### src/rtl/sram_pkg.sv
// Shared types and constants for the pipeline data-memory SRAM controller.
package sram_pkg;

  typedef enum logic [2:0] {
    IDLE  = 3'd0,
    RD_LO = 3'd1,
    RD_HI = 3'd2,
    WR_LO = 3'd3,
    WR_HI = 3'd4,
    DONE  = 3'd5
  } sram_state_t;

  localparam int unsigned SRAM_ADDR_W    = 18;
  localparam int unsigned SRAM_DATA_W    = 16;
  localparam logic [31:0] SRAM_BASE_ADDR = 32'd1024;

endpackage

### src/rtl/sram_wait_counter.sv
// Per-phase wait counter; last flags the final cycle of an ACCESS_CYCLES-long phase.
module sram_wait_counter #(
  parameter int unsigned ACCESS_CYCLES = 2
) (
  input  logic clk,
  input  logic rst,
  input  logic clear,
  input  logic en,
  output logic last
);

  logic [3:0] count;

  always_ff @(posedge clk) begin
    if (!rst) begin
      count <= '0;
    end else if (clear) begin
      count <= '0;
    end else if (en) begin
      count <= count + 4'd1;
    end
  end

  assign last = (count == 4'(ACCESS_CYCLES - 1));

endmodule

### src/rtl/sram_controller.sv
// Splits each 32-bit pipeline load/store into two 16-bit SRAM accesses,
// holding ready low until the pair completes.
module sram_controller
  import sram_pkg::*;
#(
  parameter logic [31:0] BASE_ADDR     = SRAM_BASE_ADDR,
  parameter int unsigned ACCESS_CYCLES = 2
) (
  input  logic                   clk,
  input  logic                   rst,
  input  logic                   rd_en,
  input  logic                   wr_en,
  input  logic [31:0]            address,
  input  logic [31:0]            wr_data,
  output logic [31:0]            rd_data,
  output logic                   ready,
  output logic [SRAM_ADDR_W-1:0] sram_addr,
  output logic [SRAM_DATA_W-1:0] sram_dq_o,
  input  logic [SRAM_DATA_W-1:0] sram_dq_i,
  output logic                   sram_dq_oe,
  output logic                   sram_we_n
);

  sram_state_t state, state_next;
  logic        last;
  logic        clear;
  logic        count_en;
  logic [31:0] offset;
  logic [16:0] word;
  logic        unused_offset_bits;

  // Byte offset into the SRAM window; only 17 word-index bits reach the device.
  assign offset             = address - BASE_ADDR;
  assign word               = offset[18:2];
  assign unused_offset_bits = ^{offset[31:19], offset[1:0]};

  sram_wait_counter #(
    .ACCESS_CYCLES(ACCESS_CYCLES)
  ) u_wait (
    .clk  (clk),
    .rst  (rst),
    .clear(clear),
    .en   (count_en),
    .last (last)
  );

  always_ff @(posedge clk) begin
    if (!rst) begin
      state <= IDLE;
    end else begin
      state <= state_next;
    end
  end

  always_comb begin
    state_next = state;
    unique case (state)
      IDLE: begin
        if (wr_en) begin
          state_next = WR_LO;
        end else if (rd_en) begin
          state_next = RD_LO;
        end
      end
      RD_LO:   if (last) state_next = RD_HI;
      RD_HI:   if (last) state_next = DONE;
      WR_LO:   if (last) state_next = WR_HI;
      WR_HI:   if (last) state_next = DONE;
      DONE:    state_next = IDLE;
      default: state_next = IDLE;
    endcase
  end

  assign clear    = (state_next != state);
  assign count_en = (state == RD_LO) || (state == RD_HI) ||
                    (state == WR_LO) || (state == WR_HI);
  assign ready    = ((state == IDLE) && !rd_en && !wr_en) || (state == DONE);

  // SRAM pins are loaded only when the FSM changes state, so they stay glitch-free per phase.
  always_ff @(posedge clk) begin
    if (!rst) begin
      sram_addr  <= '0;
      sram_dq_o  <= '0;
      sram_dq_oe <= 1'b0;
      sram_we_n  <= 1'b1;
      rd_data    <= '0;
    end else begin
      if (state_next != state) begin
        sram_addr  <= '0;
        sram_dq_o  <= '0;
        sram_dq_oe <= 1'b0;
        sram_we_n  <= 1'b1;
        unique case (state_next)
          RD_LO: sram_addr <= {word, 1'b0};
          RD_HI: sram_addr <= {word, 1'b1};
          WR_LO: begin
            sram_addr  <= {word, 1'b0};
            sram_dq_o  <= wr_data[15:0];
            sram_dq_oe <= 1'b1;
            sram_we_n  <= 1'b0;
          end
          WR_HI: begin
            sram_addr  <= {word, 1'b1};
            sram_dq_o  <= wr_data[31:16];
            sram_dq_oe <= 1'b1;
            sram_we_n  <= 1'b0;
          end
          default: ;
        endcase
      end
      if ((state == RD_LO) && last) begin
        rd_data[15:0] <= sram_dq_i;
      end
      if ((state == RD_HI) && last) begin
        rd_data[31:16] <= sram_dq_i;
      end
    end
  end

endmodule

### config.mk
export PLATFORM = sky130hd
export DESIGN_NAME = sram_controller
export DESIGN_NICKNAME = d
export VERILOG_FILES = /design/src/rtl/sram_pkg.sv /design/src/rtl/sram_wait_counter.sv /design/src/rtl/sram_controller.sv
export SDC_FILE = /design/constraint.sdc
export NUM_CORES = 1
export LEC_CHECK = 0
export CAP_MARGIN = 15
export CORE_ASPECT_RATIO = 1.1
export CORE_MARGIN = 2
export CORE_UTILIZATION = 44
export CTS_CLUSTER_SIZE = 16
export DETAILED_ROUTE_END_ITERATION = 6
export PLACE_DENSITY = 0.83
export SLEW_MARGIN = 15
export SYNTH_ARGS = -nofsm -noshare
export SYNTH_HDL_FRONTEND = slang
export SYNTH_SLANG_ARGS = --single-unit
### constraint.sdc
create_clock -name clk -period 5.1 [get_ports clk]
set_input_delay 1.02 -clock clk [delete_from_list [all_inputs] [get_ports clk]]
set_output_delay 1.02 -clock clk [all_outputs]
set_load 0.03 [all_outputs]
Yosys cells after proc, flatten, opt, wreduce, memory -nomap -nowiden

Cells that the tools add are included.
Widths: inputs -> output; s select.

Register bits: 75
Output and inout port bits: 69

Add/sub/neg operators: 2
Eq/ne operators: 11
Mux-type cells: 10
Bitwise gates (word level): 1
Reduce and logical (&&, ||, !) cells: 16

Operators by type and width:

| operator               | count |
|---|---|
| $pmux 18 s2            | 1 |
| $pmux 16 s2            | 1 |
| $sub 19x11->19 const B | 1 |
| $mux 3                 | 5 |
| $eq 3x2->1 const B     | 4 |
| $pmux 3 s4             | 1 |
| $reduce_or 2->1        | 5 |
| $eq 3x3->1 const B     | 3 |
| $eq 3x1->1 const B     | 2 |
| $add 4x1->4 const B    | 1 |
| $eq 4x1->1 const B     | 1 |
| $logic_and 1x1->1      | 4 |
| $logic_or 1x1->1       | 4 |
| $logic_not 3->1        | 1 |
| $ne 3x3->1             | 1 |
| $logic_not 1->1        | 2 |
| $mux 1                 | 2 |
| $not 1->1              | 1 |

Longest topological paths before layout

Depth after elaboration: 6
Mapped depth: 9
Gate-level depth less buffers: 6

Modules after synthesis

Synthesis repeated with hierarchy kept, for this count alone.

Cell total of the unflattened synthesis: 359
Area total of the unflattened synthesis: 3,193.1 sq um

Modules (own cells, without submodules):

| module            | instances | cells an instance | area each (sq um) | sequential area each (sq um) |
|---|---|---|---|---|
| sram_controller   | 1         | 339               | 2,991.6           | 1,421.4 |
| sram_wait_counter | 1         | 20                | 201.4             | 80.1 |

Least setup slack after synthesis

No wires, ideal clock.

Path type: input -> output
Start point: in rd_en
End point: out ready
Arrival: 1,702 ps
Data required time: 4,080 ps
Setup slack: 2,378 ps
Stages: 3
Path buffers: 0
Path through: nor4_1 -> a21oi_1 -> nor2_1

Longest elaborated chain between the ends: 4

RTL lines:

| what                           | RTL line              | RTL |
|---|---|---|
| start, declared                | sram_controller.sv:11 | `input logic rd_en,` |
| $logic_not 1->1                | sram_controller.sv:77 | `assign ready = ((state == IDLE) && !rd_en && !wr_en) \|\| (state == DONE);` |
| $logic_and 1x1->1 (2 in a row) | sram_controller.sv:77 |  |
| $logic_or 1x1->1               | sram_controller.sv:77 |  |
| end, declared                  | sram_controller.sv:16 | `output logic ready,` |

Every way passes these cells.

Final worst setup path

Ends and elaborated chain as after synthesis.

==> impl_results.md <==
- Worst-path clk slew: 70 ps
- Max Freq: 277 MHz
- Max-cap violations: 0
- Crit path DAT: roughly 2600 ps
- Hold WC Path Type: reg2reg
- Reg2Reg Depth: 5
- Avg Cell Area, Syn: between 8 and 9 sq um
- Yosys top cell area share: 0.480
- Fraction of synthesis flops using an asynchronous set or reset pin: 0
- Starting Density: 0.449
- Synth Cell Area: 0.00313 sq mm
- DRC: 0
- Post-synthesis cell type count: between 40 and 50
- Synth area leaders: dfxtp_1, nand2_1, a21oi_1
- Via count: between 3000 and 4000
- GP Congestion: 0.843
- Routed Wire Length: 8320 microns
- Max Used Layer: met4
- Share of layout cells above drive strength 1: 0.0503
- Worst slew pin tran: 1060 ps
- # clock sinks: 75
- Setup crit end kind: output pin
- Rows: 32
- Final hold slack: ~460 ps
- Cell Pwr Density: 436 mW/mm^2
- GRT Total Usage: 0.211
- Nets: 559
- CTS Buf Count: 9
- Setup crit end: ready
- Crit-path cells: clkdlybuf4s50_1 -> nor4_1 -> a21oi_1 -> nor2_1 -> clkdlybuf4s50_1
- Initial antenna violation count: 0
- Die H: 92.5 microns
- R2R setup slack: around 2300 ps
- Min cycle time layout: 3610 ps
- Yosys reg bits: 75
- Ys flop type: dfxtp_1
- Power Total: between 0.002 and 0.0025 W
- Clk buf depth: 2
- Gr ovfl total: 0
- Die ar.: about 0.0078 sq mm
- Synth-to-layout area growth: 49.6%
- Status: completed
- Die Width: 84.4 microns
- Dpl cell area: 0.00446 sq mm
- Slew Limit Fails: 0
- Slowest-stage cell, CP: clkdlybuf4s50_1
- Unrepaired setup endpoints after global routing: no
- Setup Skew: 7.52 ps
- Synth top cells by count: dfxtp_1, nand2_1, a21oi_1, a211oi_1, a22o_1
- Total core area: 0.00697 sq mm
- Critical Path Source Type: input pin
- Vias in the first global route: 2851
- Setup Buffers After CTS: 0
- Resized cells post-CTS: 0
- WL met3: around 600 microns
- Synth Instances: around 350
- DR iter-0 viols: 114
- Final period utilization: 0.708
- Core Util, Final: 0.672
- Vias per cell: 5.44
- Area leader, netlist: dfxtp_1
- First-pass DRT Iterations: 4
- Largest net degree at the start of global routing: 55
- Hold buffer count at CTS: 0
- Routed len/inst: 14.8 microns
- CP peak stage delay: 680 ps
- Crit Path Class: in2out
- Root Buffer Master: clkbuf_8
- Worst ir drop on vdd: ~270 uV
- CP Data Required Time: ~4100 ps
- Slew HR: 0.290
- Worst R2R End: sram_dq_oe
- Mapped Nets: 436
- First-pass GRT wire length: 13300 microns
- Final instance area: 0.00468 sq mm
- Htree depth: 3
- TritonCTS clock tree: done
- Ys Warns: 0
- Final HPWL DP: 5870 microns
- M1 wire length: 3420 microns
- Port buffer count: roughly 140
- Sequential share of the synthesized area: 0.480
- Worst-path fanout max: 5
- Wire length on met2: 4100 microns
- IO Count: 153
- Crit-path most repeated cell: clkdlybuf4s50_1
- Reg2reg start: u_wait.count[0]
- Post-synth EDFFs: 0
- Worst Setup SP: rd_en
- Antenna diodes: 0
- Cell with the most instances after synthesis: dfxtp_1
- P_leak: 1.66 nW
- Hold Vio Cnt, Final: 0
- Final setup violation count: 0
- Skew-Pair Late Insertion Delay: between 300 and 400 ps
- Post-DRT Antenna Nets: 0
- Total negative slack: 0 ps
==> state kept, by name, summed over array words and instances (netlist names) <==
register / count
sram_dq_o: 16
state: 3
sram_dq_oe: 1
sram_we_n: 1
u_wait.count: 4
sram_addr: 18
rd_data: 32
==> area by class of cell <==
type,instances,area [sq um]
clock buffers,12,145
clock inverters,4,73.8
fillers,561,2280
inverters,10,37.5
multi-input cells,239,1450
flip-flops and latches,75,1500
well taps,85,106
repair buffers,137,1370
==> how the worst min path moves through the flow <==
| stage | endpoint | slack [ps] | startpoint | depth (start not counted) |
|---|---|---|---|---|
| 6_report | rd_data[27] | 460 | rd_data[27] | 2 |
| 5_1_grt | rd_data[19] | 470 | rd_data[19] | 2 |
| 4_1_cts | rd_data[16] | 460 | rd_data[16] | 2 |
| 3_5_place_dp | rd_data[16] | 450 | rd_data[16] | 2 |
| 3_3_place_gp | rd_data[30] | 440 | rd_data[30] | 2 |
| 2_1_floorplan | u_wait.count[1] | 500 | u_wait.count[1] | 2 |
==> placed cells by master (no fill, tap or decap), types with 3 or more instances in the layout <==
master           instances
a21oi_1                 51
ha_1                     3
a22o_1                  17
clkbuf_8                10
o21ai_0                  4
a211oi_1                17
a22oi_1                 16
a31oi_1                  3
nand2_1                 69
nor3_1                   5
or3_1                    4
clkdlybuf4s50_1        137
inv_1                    9
dfxtp_1                 75
xor2_1                   8
nand3_1                  3
nor2_1                   8
nor4_1                   3
==> worst max-delay path: cells and delay by family <==
family | cells | cell delay (ps)
simple gates | 2 | 350
compound gates | 1 | 60
buf+inv | 2 | 1150
==> stage by stage <==
step | instances | setup WS (ps)
3_3_place_gp | 546 | 1500
5_1_grt | 562 | 1440
3_5_place_dp | 546 | 1480
6_report | 562 | 1490
2_1_floorplan | 349 | 2380
4_1_cts | 562 | 1480
==> cell families (layout without fill, tap and decap cells) <==
group,count (synthesis),count (layout),share of synthesized area
buffers and inverters,35,163,0.0596
and+or+nand+nor,106,106,0.155
DFF,75,75,0.480
adders and majority gates,3,3,0.0120
xor gates and xnor gates,10,10,0.0280
AOI/OAI and AO/OA,120,120,0.266
==> report_power, final <==
part / internal, W / switching (W) / leakage, nW
clock network: 0.000290 / 0.000207 / 0.111
registers: 0.000688 / 0.0000748 / 0.612
logic: 0.000329 / 0.000452 / 0.941
==> per-layer routing <==
metal,track usage,vias up
met5,0,-
met4,0.0873,0
met3,0.0668,19
met2,0.369,117
met1,0.236,1427
li1,-,1494
(Power assumes the default switching activity.)
